`src/rtl/rtc_alarm_if.sv`:
```
// Bus bundle for the RTC/alarm controller: load, user request and time/alarm status signals.
// The driver side (master) owns the requests; the controller (slave) owns the status.
interface rtc_alarm_if;
   logic       tick;
   logic       ld_time;
   logic       ld_alarm;
   logic [4:0] ld_h;
   logic [5:0] ld_m;
   logic [5:0] ld_s;
   logic       alarm_en;
   logic       snooze;
   logic       stop;
   logic [4:0] h24;
   logic [5:0] m;
   logic [5:0] s;
   logic [3:0] h12;
   logic       pm;
   logic       ringing;
   logic [1:0] alm_state;

   modport master (
      output tick, ld_time, ld_alarm, ld_h, ld_m, ld_s, alarm_en, snooze, stop,
      input  h24, m, s, h12, pm, ringing, alm_state
   );

   modport slave (
      input  tick, ld_time, ld_alarm, ld_h, ld_m, ld_s, alarm_en, snooze, stop,
      output h24, m, s, h12, pm, ringing, alm_state
   );
endinterface

```
`src/rtl/rtc_alarm_ctrl.sv`:
```
// Real-time clock (24h with a 12h view) plus an alarm with snooze and ring timeout.
// State, time and counters share one asynchronous active-high reset.
module rtc_alarm_ctrl #(
   parameter int SNOOZE_MIN = 5,
   parameter int RING_SEC   = 60
) (
   input logic         clk,
   input logic         rst,
   rtc_alarm_if.slave  bus
);
   localparam int SNZ_TOT = SNOOZE_MIN * 60;
   localparam int SW      = $clog2(SNZ_TOT + 2);
   localparam int RW      = $clog2(RING_SEC + 2);
   localparam logic [SW-1:0] SNZ_LOAD  = SW'(SNZ_TOT);
   localparam logic [SW-1:0] SNZ_ONE   = SW'(1);
   localparam logic [RW-1:0] RING_LAST = RW'(RING_SEC - 1);

   typedef enum logic [1:0] {IDLE = 2'd0, RING = 2'd1, SNOOZE = 2'd2} state_t;

   state_t        state, state_nxt;
   logic [4:0]    h_r, h_nxt, ah_r;
   logic [5:0]    m_r, m_nxt, am_r;
   logic [5:0]    s_r, s_nxt;
   logic [RW-1:0] ring_cnt, ring_nxt;
   logic [SW-1:0] snz_cnt, snz_nxt;
   logic          ringing_r;
   logic          ld_time_ok, ld_alarm_ok, adv, match;

   // An out-of-range load is dropped as if it never happened, so a tick in that cycle still advances.
   assign ld_time_ok  = bus.ld_time && (bus.ld_h <= 5'd23) && (bus.ld_m <= 6'd59) && (bus.ld_s <= 6'd59);
   assign ld_alarm_ok = bus.ld_alarm && (bus.ld_h <= 5'd23) && (bus.ld_m <= 6'd59);
   assign adv         = bus.tick && !ld_time_ok;

   always_comb begin
      h_nxt = h_r;
      m_nxt = m_r;
      s_nxt = s_r;
      if (ld_time_ok) begin
         h_nxt = bus.ld_h;
         m_nxt = bus.ld_m;
         s_nxt = bus.ld_s;
      end else if (adv) begin
         if (s_r == 6'd59) begin
            s_nxt = 6'd0;
            if (m_r == 6'd59) begin
               m_nxt = 6'd0;
               h_nxt = (h_r == 5'd23) ? 5'd0 : h_r + 5'd1;
            end else begin
               m_nxt = m_r + 6'd1;
            end
         end else begin
            s_nxt = s_r + 6'd1;
         end
      end
   end

   // Only a tick rolling onto hh:mm:00 matches; loading that exact time does not.
   assign match = adv && (h_nxt == ah_r) && (m_nxt == am_r) && (s_nxt == 6'd0);

   always_comb begin
      state_nxt = state;
      ring_nxt  = ring_cnt;
      snz_nxt   = snz_cnt;
      case (state)
         IDLE: begin
            if (match) begin
               state_nxt = RING;
               ring_nxt  = '0;
            end
         end
         RING: begin
            if (bus.stop) begin
               state_nxt = IDLE;
               ring_nxt  = '0;
            end else if (bus.snooze) begin
               state_nxt = SNOOZE;
               snz_nxt   = SNZ_LOAD;
               ring_nxt  = '0;
            end else if (bus.tick) begin
               if (ring_cnt == RING_LAST) begin
                  state_nxt = IDLE;
                  ring_nxt  = '0;
               end else begin
                  ring_nxt = ring_cnt + RW'(1);
               end
            end
         end
         SNOOZE: begin
            if (bus.stop) begin
               state_nxt = IDLE;
               snz_nxt   = '0;
            end else if (bus.tick) begin
               if (snz_cnt <= SNZ_ONE) begin
                  state_nxt = RING;
                  ring_nxt  = '0;
                  snz_nxt   = '0;
               end else begin
                  snz_nxt = snz_cnt - SNZ_ONE;
               end
            end
         end
         default: state_nxt = IDLE;
      endcase
      // Disarming beats every other transition.
      if (!bus.alarm_en) begin
         state_nxt = IDLE;
         ring_nxt  = '0;
         snz_nxt   = '0;
      end
   end

   always_ff @(posedge clk or posedge rst) begin
      if (rst) begin
         state     <= IDLE;
         h_r       <= '0;
         m_r       <= '0;
         s_r       <= '0;
         ah_r      <= '0;
         am_r      <= '0;
         ring_cnt  <= '0;
         snz_cnt   <= '0;
         ringing_r <= 1'b0;
      end else begin
         state     <= state_nxt;
         h_r       <= h_nxt;
         m_r       <= m_nxt;
         s_r       <= s_nxt;
         ring_cnt  <= ring_nxt;
         snz_cnt   <= snz_nxt;
         ringing_r <= (state_nxt == RING);
         if (ld_alarm_ok) begin
            ah_r <= bus.ld_h;
            am_r <= bus.ld_m;
         end
      end
   end

   always_comb begin
      bus.pm = (h_r >= 5'd12);
      if (h_r == 5'd0)
         bus.h12 = 4'd12;
      else if (h_r <= 5'd12)
         bus.h12 = h_r[3:0];
      else
         bus.h12 = 4'(h_r - 5'd12);
   end

   assign bus.h24       = h_r;
   assign bus.m         = m_r;
   assign bus.s         = s_r;
   assign bus.ringing   = ringing_r;
   assign bus.alm_state = state;
endmodule

```
`src/flat_wrapper.sv`:
```
// flat-port wrapper written by rule: the top's interface ports become plain ports
module rtc_alarm_ctrl_flat 
#(
   parameter int SNOOZE_MIN = 5,
   parameter int RING_SEC   = 60
)
  (clk, rst, bus_tick, bus_ld_time, bus_ld_alarm, bus_ld_h, bus_ld_m, bus_ld_s, bus_alarm_en, bus_snooze, bus_stop, bus_h24, bus_m, bus_s, bus_h12, bus_pm, bus_ringing, bus_alm_state);
  rtc_alarm_if bus_i ();
  input logic clk;
  input logic rst;
  input wire logic [$bits(bus_i.tick)-1:0] bus_tick;
  input wire logic [$bits(bus_i.ld_time)-1:0] bus_ld_time;
  input wire logic [$bits(bus_i.ld_alarm)-1:0] bus_ld_alarm;
  input wire logic [$bits(bus_i.ld_h)-1:0] bus_ld_h;
  input wire logic [$bits(bus_i.ld_m)-1:0] bus_ld_m;
  input wire logic [$bits(bus_i.ld_s)-1:0] bus_ld_s;
  input wire logic [$bits(bus_i.alarm_en)-1:0] bus_alarm_en;
  input wire logic [$bits(bus_i.snooze)-1:0] bus_snooze;
  input wire logic [$bits(bus_i.stop)-1:0] bus_stop;
  output wire logic [$bits(bus_i.h24)-1:0] bus_h24;
  output wire logic [$bits(bus_i.m)-1:0] bus_m;
  output wire logic [$bits(bus_i.s)-1:0] bus_s;
  output wire logic [$bits(bus_i.h12)-1:0] bus_h12;
  output wire logic [$bits(bus_i.pm)-1:0] bus_pm;
  output wire logic [$bits(bus_i.ringing)-1:0] bus_ringing;
  output wire logic [$bits(bus_i.alm_state)-1:0] bus_alm_state;
  assign bus_i.tick = bus_tick;
  assign bus_i.ld_time = bus_ld_time;
  assign bus_i.ld_alarm = bus_ld_alarm;
  assign bus_i.ld_h = bus_ld_h;
  assign bus_i.ld_m = bus_ld_m;
  assign bus_i.ld_s = bus_ld_s;
  assign bus_i.alarm_en = bus_alarm_en;
  assign bus_i.snooze = bus_snooze;
  assign bus_i.stop = bus_stop;
  assign bus_h24 = bus_i.h24;
  assign bus_m = bus_i.m;
  assign bus_s = bus_i.s;
  assign bus_h12 = bus_i.h12;
  assign bus_pm = bus_i.pm;
  assign bus_ringing = bus_i.ringing;
  assign bus_alm_state = bus_i.alm_state;
  rtc_alarm_ctrl #(.SNOOZE_MIN(SNOOZE_MIN), .RING_SEC(RING_SEC)) u_core (.clk(clk), .rst(rst), .bus(bus_i));
endmodule
```
`config.mk`:
```
export PLATFORM = sky130hd
export DESIGN_NAME = rtc_alarm_ctrl_flat
export DESIGN_NICKNAME = d
export VERILOG_FILES = /design/src/rtl/rtc_alarm_if.sv /design/src/rtl/rtc_alarm_ctrl.sv /design/src/flat_wrapper.sv
export SDC_FILE = /design/constraint.sdc
export NUM_CORES = 1
export LEC_CHECK = 0
export ABC_AREA = 1
export CORE_MARGIN = 8
export CORE_UTILIZATION = 60
export CTS_CLUSTER_SIZE = 25
export DETAILED_ROUTE_END_ITERATION = 12
export DONT_BUFFER_PORTS = 1
export GPL_ROUTABILITY_DRIVEN = 0
export MAX_ROUTING_LAYER = met4
export PLACE_DENSITY_LB_ADDON = 0.1
export SLEW_MARGIN = 20
export SYNTH_ARGS = -nofsm -noshare
export SYNTH_HDL_FRONTEND = slang
export SYNTH_SLANG_ARGS = --single-unit
```
`constraint.sdc`:
```
create_clock -name clk -period 2.4 [get_ports clk]
set_input_delay 0.48 -clock clk [delete_from_list [all_inputs] [get_ports clk]]
set_output_delay 0.48 -clock clk [all_outputs]
set_load 0.02 [all_outputs]
```
# == Yosys cells after proc, flatten, opt, wreduce, memory -nomap -nowiden ==
# Index checks and enable logic that the tools add are counted.
# totals
output_inout_bits,25
reg_bits,46
n_memories,0
inputBits,25
ram_bits,0
rom_bits,0
latchBits,0
elab_cells,96
# op_classes
n_addsub,6
n_eq_ne,19
div_mod_pow,0
muxes,41
multipliers,0
n_bitwise,0
reduce_logical,15
magnitude_cmp,6
shift,0
# ops
cell,count
$mux W6,16
$mux W9,6
$mux W5,5
$add A6 B1 Y6 const B,3
$eq A6 B6 Y1 const B,3
$mux W2,9
$pmux W6 S3,1
$pmux W9 S2,1
$le A6 B6 Y1 const B,2
$ne A3 B3 Y1 const B,4
$le A9 B1 Y1 const B,1
$logic_and A1 B1 Y1,9
$sub A9 B1 Y9 const B,1
$mux W4,2
$eq A6 B6 Y1,1
$logic_not A6 Y1,1
$ne A3 B2 Y1 const B,2
$pmux W2 S3,1
$reduce_and A6 Y1,1
$add A5 B1 Y5 const B,1
$eq A5 B5 Y1,1
$eq A5 B5 Y1 const B,1
$ge A5 B4 Y1 const B,1
$le A5 B4 Y1 const B,1
other kinds (12),13

# == Logic depth before layout (Yosys ltp) ==
# Gate-level depths: netlist of the first run.
# depth
depth_word,16
depth_mapped,20
mapped_depth_nobuf,20

# == Least setup slack after synthesis of the first run ==
# OpenSTA, ideal clock, no wires.
# synth_path
path_type,reg2reg
from,register u_core.s_r[0] (netlist: u_core.bus.s[0])
to,register u_core.ring_cnt[2]
arrival_time_ps,2156
path_buffers,1
synth_period_minus_slack_ps,2273
required_time_ps,2283
stages_incl_launch_ff,20
setup_time_ps,117
path_slack_ps,127
path_cell_list,dfrtp_1 > ha_1 > nand2_1 > nor2_4 > nand2_4 > o21ai_4 > inv_2 > nand2_1 > nand2_2 > nor2_2 > nand2_1 > nor2_1 > nand2_1 > nor2_2 > nand2_2 > nand3_2 > nand2_2 > buf_6 > nand2_2 > o21ai_2
# synth_rtl
element,line_no,text
"start, declared",rtc_alarm_ctrl.sv:23,"logic [5:0] s_r, s_nxt;"
"start signal, assigned",rtc_alarm_ctrl.sv:127,s_r <= s_nxt;
$add A6 B1 Y6 or $eq A6 B6 Y1 (tied branches),"rtc_alarm_ctrl.sv:52, rtc_alarm_ctrl.sv:43",
$mux W6,rtc_alarm_ctrl.sv:43,if (s_r == 6'd59) begin
$mux W6 *,rtc_alarm_ctrl.sv:42,end else if (adv) begin
$mux W6 *,rtc_alarm_ctrl.sv:38,if (ld_time_ok) begin
net u_core.s_nxt[0],rtc_alarm_ctrl.sv:23,
$logic_not A6 Y1 *,rtc_alarm_ctrl.sv:58,assign match = adv && (h_nxt == ah_r) && (m_nxt == am_r) && (s_nxt == 6'd0);
$logic_and A1 B1 Y1 *,rtc_alarm_ctrl.sv:58,
$ne A3 B2 Y1 (no source line) *,--,
$reduce_and A6 Y1 (no source line) *,--,
"end signal, assigned",rtc_alarm_ctrl.sv:128,ring_cnt <= ring_nxt;
"end, declared",rtc_alarm_ctrl.sv:24,"logic [RW-1:0] ring_cnt, ring_nxt;"
# Mark *: on every way through the listed nets, which the timed path passes. The rest lies on a longest branch.
# A chain may end at the register's enable or synchronous reset.

# == Final worst setup path of the first run ==
# layout_path
from,register u_core.s_r[1] (netlist: u_core.bus.s[1])
to,register u_core.ring_cnt[3]
# layout_rtl
element,line_no
$eq A6 B6 Y1,rtc_alarm_ctrl.sv:43
$mux W6,rtc_alarm_ctrl.sv:43
$mux W6,rtc_alarm_ctrl.sv:42
$mux W6,rtc_alarm_ctrl.sv:38
net u_core.s_nxt[0],rtc_alarm_ctrl.sv:23
$logic_not A6 Y1,rtc_alarm_ctrl.sv:58
$logic_and A1 B1 Y1,rtc_alarm_ctrl.sv:58
$ne A3 B2 Y1 (no source line),--
$reduce_and A6 Y1 (no source line),--
# The timed path passes the listed nets, and every way through them passes these cells.

==> results of run 1 <==
[cell usage after synthesis]
cell type | instances | share of area [%]
o21ai_1 | 3 | 0.44
nand3_1 | 37 | 5.4
inv_1 | 63 | 6.9
nand4_2 | 1 | 0.36
o21ai_4 | 1 | 0.47
nor2_2 | 7 | 1.3
o221ai_1 | 1 | 0.25
buf_6 | 3 | 0.98
a22o_1 | 1 | 0.25
nor2_1 | 38 | 4.1
nor3_2 | 1 | 0.29
xor2_1 | 9 | 2.3
nand2_2 | 13 | 2.4
nor2_4 | 3 | 0.98
o21ai_0 | 22 | 3.2
ha_1 | 14 | 5.1
and2_1 | 1 | 0.18
o21bai_1 | 1 | 0.22
or2_2 | 2 | 0.36
buf_4 | 2 | 0.44
a31oi_1 | 1 | 0.18
o22ai_1 | 4 | 0.73
a21oi_2 | 1 | 0.25
or2_4 | 1 | 0.25
nand4_1 | 10 | 1.8
nand2_1 | 141 | 15
nand3_4 | 1 | 0.51
or2_1 | 1 | 0.18
o21ai_2 | 7 | 1.8
nand3_2 | 6 | 1.7
nor3_1 | 3 | 0.44
a21oi_1 | 12 | 1.7
o21a_1 | 1 | 0.22
xnor2_1 | 2 | 0.51
inv_2 | 7 | 0.76
nand2_4 | 2 | 0.65
a21boi_0 | 1 | 0.22
nand3b_1 | 6 | 1.3
a22oi_1 | 1 | 0.22
nor4_1 | 1 | 0.18
o211ai_1 | 6 | 1.3
clkbuf_1 | 3 | 0.33
dfrtp_1 | 46 | 33
[per-layer routing]
layer  global-route usage [%]  part of all wire, %
met2                     34.4                   48
met4                     5.37                  1.2
met3                     4.07                  6.2
met5                        -                    0
met1                     26.3                   45
[sequential cells by signal, indices dropped and copies added, names as in the netlist]
signal,flops
u_core.snz_cnt,9
u_core.am_r,6
u_core.bus.m,6
u_core.bus.s,6
u_core.ring_cnt,6
u_core.ah_r,5
u_core.bus.h24,5
u_core.bus.alm_state,2
u_core.bus.ringing,1
[worst max-delay path: stages, from the launching register on]
cell and delay [ns]:
dfrtp_1 0.40, ha_4 0.18, nand2_4 0.05, nor2_4 0.14
nand2_4 0.10, o21ai_4 0.19, inv_4 0.09, nand2_2 0.08
nand2_2 0.05, nor2_2 0.09, nand2_1 0.08, nor2_1 0.14
nand2_1 0.08, nor2_2 0.09, nand2_2 0.10, nand3_4 0.12
nand2_8 0.10, nand2_1 0.09, o21ai_2 0.05
[timing repair]
item | CTS | global route
cloned | 0 | 1
setup buffers | 0 | 4
endpoints found under the setup margin | 6 | 10
hold buffers | 0 | 0
gates resized for setup | 1 | 35
hold endpoints to repair | 0 | 0
pin swaps | 0 | 9
[layout by cell type, fill, tap and decap left out, types with 3 or more instances in the layout]
cell type / netlist / layout
nand2_2: 13 / 15
buf_4: 2 / 42
o22ai_1: 4 / 4
ha_1: 14 / 11
nand3b_1: 6 / 6
nand2_4: 2 / 7
nor2_1: 38 / 38
inv_1: 63 / 60
dfrtp_1: 46 / 46
xor2_1: 9 / 9
inv_2: 7 / 9
nor2_4: 3 / 5
nor2_2: 7 / 5
o21ai_0: 22 / 20
nand3_2: 6 / 9
nand4_1: 10 / 10
a21oi_1: 12 / 12
clkbuf_8: 0 / 6
o211ai_1: 6 / 6
o21ai_1: 3 / 4
o21ai_2: 7 / 8
nand2_1: 141 / 134
nor3_1: 3 / 3
nand3_1: 37 / 32
nand3_4: 1 / 3
[stage by stage]
step                      instances  setup TNS [ns]  utilization (%)
after global routing            604          -0.613             73.4
after CTS                       599               0             70.1
after detailed placement        591          -0.548             68.3
after global placement          591          -0.310             68.3
final                           604               0             73.4
after floorplan                 487               0                -
[cells by family after synthesis]
kind of cell	after synthesis
compound gates	63
xor+xnor	11
fa+ha+maj	14
flops	46
buf+inv	78
simple gates	275
[power groups by stage]
stage          registers, uW  clock network [uW]  logic (uW)
2_1_floorplan           1010                   0         465
3_3_place_gp             926                   0         772
3_5_place_dp             930                   0         794
4_1_cts                  914                 497         798
5_1_grt                  935                 521         946
6_report                 925                 484         854
[path summary, 6_finish.rpt]
check / to / slack, ns / cells after the start
setup / recovery: u_core.ring_cnt[3] / 0.07 / 18
hold reg to reg: u_core.am_r[4] / 0.52 / 2
max in group asynchronous: u_core.ring_cnt[1] / 1.64 / 2
setup reg to reg: u_core.ring_cnt[3] / 0.07 / 18
min in group clk: u_core.bus.m[0] / 0.33 / 2
hold / removal: u_core.snz_cnt[0] / 0.16 / 1
[cell type report]
type / count / area (um^2) / area share (%)
clock buffer: 7 / 86.3 / 2.12
clock inverter: 1 / 5.00 / 0.123
timing repair buffer: 44 / 347 / 8.52
sequential: 46 / 1150 / 28.3
inverter: 70 / 265 / 6.52
multi-input combinational: 364 / 2120 / 52.2
tap: 72 / 90.1 / 2.21
==> run metrics, run 1 <==
status completed; xor and xnor area share after synthesis 2.80%; fin nets 570; Placeable Area between 0.005 and 0.006 mm^2; CTS Buffer Depth 2; endpoints failing hold 0; TritonCTS buffer count 5; Sw Share 37.9%; die width 91.7 um; post-place setup slack -0.103 ns; largest net degree at the start of global routing 32; dpl hpwl slightly below 7 mm; Syn Nets around 530; mux share of post-synthesis cell area 0%; critical path class flip-flop to flip-flop; Clock power frac about a fifth; die area roughly 0.0084 mm^2; vias per cell between 5 and 6; synthesis warning total 0; synthesized area per cell 7.07 um^2; Compound-Gate Fraction of Synth Area between 10% and 20%; Period minus WS final 2.33 ns; TritonCTS clock tree done; register area share after synthesis approximately a third; max-capacitance violation count 0; row count 27; Mapped Area 0.00344 mm^2; final worst slack 0.0675 ns; clk_lat worst skew around 0.3 ns; Unique masters post-synth 43; CP Launch Type flip-flop; PwrDens around 560 mW/mm^2; Root Buffer clkbuf_8; grt total ovfl 0; RR Startpoint u_core.bus.s[1]; Gate power share 37.7%; drt initial violations 206; CTS sink count between 40 and 50; IO Count 50; DRC Markers 0; final wirelength 8.96 mm; # diodes 0; initial core utilization a little over 60%; Int Power 1400 uW; DRT Pass-1 Iters 4; Pwr Total 2260 uW; I/O Buffers 0; max frequency 429 MHz; #FFs+latches synth 46; min-delay worst type input port to async pin; CP Max Fanout 6; largest family of logic cells by synthesized area simple AND/OR/NAND/NOR gates; Post-Synth Adder-Cell Area just over 5%; Worst setup EP type flip-flop; vias in the first global route around 3,100; Max H-tree Level 2; Mapped Cells between 400 and 500; register share of total power 40.9%; clk slew on worst S/H paths 0.08 ns; Slew HR between 40% and 50%; Final Cycle Share 97.2%; slew of the pin with the lowest slew margin 0.779 ns; crit path DAT 2.52 ns; WHS around 0.16 ns; Final Cell Area roughly 0.0041 mm^2; Final Max Slew Viols 0; first-pass GRT wire length approximately 14 mm; Crit. Startpoint u_core.bus.s[1]; number of setup violations in the final report 0; leak pwr 0.00211 uW; filler instances around 450; antenna violations before repair 0; DRT antenna net count 0; setup repair after global routing missed its margin true; area delta synth->final 18.2%; WL/cell 14.8 um; Die H 91.7 um; switching component of the power between 800 and 900 uW; DP Area around 0.0038 mm^2; fraction of layout cells with a size suffix above 1 between 20% and 30%; worst path required time 2.59 ns; VDD IR max approximately 0.00036 V; Synth Area in Simple Gates 37.8%; GRT Overall Usage between 20% and 30%; Final Skew 0.00825 ns; via count 3,253
Power figures use the tool's default switching activity.
==> run 2: changes to the inputs <==
- RECOVER_POWER: not set -> 100
==> run 2 against run 1 <==
Effect of this change:
- non-clock buffer count did not move
- hold slack improved by 0.16 ns
- register-to-register slack barely moved
- die area did not move
- global-route usage did not move
- setup slack improved by 0.0031 ns
- sequential share of layout area rose by 0.052 points
- flip-flop and latch count did not move
- critical path depth did not move
==> run metrics, run 2 (same netlist as run 1, synthesis figures left out) <==
most common cell after layout, fill and taps aside nand2_1; drt initial violations 227 (+10%); DRT Pass-1 Iters 7 (+3); initial core utilization 62.1% (unchanged); PwrDens 559 mW/mm^2 (+0.42%); fraction of layout cells with a size suffix above 1 22.9% (-0.56 points); CP Max Fanout 6 (unchanged); die width 91.7 um (unchanged); post-place setup slack -0.103 ns (unchanged); crit path DAT 2.53 ns (about the same); vias in the first global route 3,067 (unchanged); I/O Buffers 0 (unchanged); setup repair after global routing missed its margin true; IO Count 50 (unchanged); die area 0.00842 mm^2 (unchanged); # diodes 0 (unchanged); Worst setup EP type flip-flop; hold_buf cts 0 (unchanged); Die H 91.7 um (unchanged); max-capacitance violation count 0 (unchanged); TritonCTS clock tree done; final worst slack 0.0706 ns (+0.00310 ns); Final Max Slew Viols 0 (unchanged); most flop-heavy register u_core.snz_cnt; via count 3,295 (+1.3%); WL/cell 14.8 um (about the same); status completed; CTS Buffer Depth 2 (unchanged); DRT antenna net count 0 (unchanged); TNS Setup 0 ns (unchanged); Pwr Total 2270 uW (+0.23%); area delta synth->final 18.0%; Root Buffer clkbuf_8; placed insts 591 (unchanged); first-pass GRT wire length 14.4 mm (unchanged); CTS sink count 46 (unchanged); antenna violations before repair 0 (unchanged); min-delay worst type input port to flip-flop; final wirelength 8.97 mm (about the same); GRT Overall Usage 21.1% (unchanged); clk_lat worst skew 0.30 ns (about the same); final std cells w/o fill 604 (unchanged); leak pwr 0.00210 uW (-0.29%); Final Cycle Share 97.1% (-0.13 points); vias per cell 5.46 (+1.3%); Final Skew 0.00691 ns (-0.00134 ns); Period minus WS final 2.33 ns (-0.00310 ns); clk slew on worst S/H paths 0.08 ns (about the same); number of setup violations in the final report 0 (unchanged); Placeable Area 0.00554 mm^2 (unchanged); filler instances 455 (+0.44%); max frequency 429 MHz (+0.13%); CP Launch Type flip-flop; footprint of the multi-input gates 0.00212 mm^2 (unchanged); max reg flops 9 (unchanged); DRC Markers 0 (unchanged); Final Cell Area 0.00406 mm^2 (-0.18%); worst path required time 2.60 ns (about the same); dpl hpwl 6.82 mm (unchanged); DP Area 0.00378 mm^2 (unchanged); register area 0.00115 mm^2 (unchanged); TritonCTS buffer count 5 (unchanged); largest net degree at the start of global routing 32 (unchanged); endpoints failing hold 0 (unchanged); VDD IR max 0.000363 V (+0.89%); row count 27 (unchanged); Max H-tree Level 2 (unchanged); critical path class flip-flop to flip-flop; commonest cells after routing, fill and taps aside nand2_1 (134), inv_1 (61), dfrtp_1 (46); fin nets 570 (unchanged); Slew HR 18.4% (-29 points); slew of the pin with the lowest slew margin 1.22 ns (+0.444 ns); grt total ovfl 0 (unchanged)
-- run 2: area by class of cell --
class / count / share of cell area [%]
clock buffers: 7 / 2.13
clock inverters: 1 / 0.123
inverters: 70 / 6.53
multi-input cells: 364 / 52.3
flip-flops and latches: 46 / 28.4
well taps: 72 / 2.22
repair buffers: 44 / 8.35
-- run 2: report_power, final --
part | internal, uW | total, uW | switching [uW] | leakage [uW]
combinational | 318 | 852 | 534 | 0.00148
clock | 233 | 492 | 259 | 0.0000482
sequential | 853 | 925 | 72.1 | 0.000577
-- run 2: final timing paths --
| kind | slack (ns) | end | from | cells after the start |
|---|---|---|---|---|
| max in group asynchronous | 0.99 | u_core.ring_cnt[1] | rst | 2 |
| hold reg to reg | 0.52 | u_core.am_r[4] | u_core.am_r[4] | 2 |
| setup reg to reg | 0.07 | u_core.ring_cnt[3] | u_core.bus.s[1] | 18 |
| hold / removal | 0.32 | u_core.bus.m[0] | bus_ld_m[0] | 2 |
| min in group asynchronous | 0.40 | u_core.snz_cnt[0] | rst | 1 |
| setup / recovery | 0.07 | u_core.ring_cnt[3] | u_core.bus.s[1] | 18 |
-- run 2: per-stage QoR --
| stage | util (%) | hold WS (ns) |
|---|---|---|
| global placement | 68.3 | 0.487 |
| detailed placement | 68.3 | 0.493 |
| finish | 73.3 | 0.320 |
| floorplan | - | 0.466 |
| CTS | 70.1 | 0.185 |
| global route | 73.3 | 0.318 |
-- run 2: what timing repair did --
action,CTS,global route
gates cloned,0,1
endpoints found under the setup margin,6,10
pin swaps,0,9
gates resized for setup,1,35
buffers inserted,0,4
-- run 2: routing by layer --
layer / track usage (%) / part of all wire (%) / vias to the layer above
met5: - / 0 / -
met4: 5.37 / 1.2 / 0
met3: 4.07 / 6.7 / 10
met2: 34.4 / 47 / 99
met1: 26.3 / 45 / 1536
li1: - / - / 1650
-- run 2: worst max-delay path, cell delays in order, from the launching register on --
cell and delay [ns]:
dfrtp_1 0.41, ha_4 0.18, nand2_4 0.05, nor2_4 0.14, nand2_4 0.10, nor2_4 0.20
nand2_1 0.10, nand2_1 0.09, nand2_1 0.05, nand2_1 0.07, nand2_1 0.06, nor2_1 0.13
nand2_1 0.08, nor2_2 0.09, nand2_2 0.10, nand3_4 0.12, nand2_8 0.10, nand2_1 0.09
o21ai_2 0.05
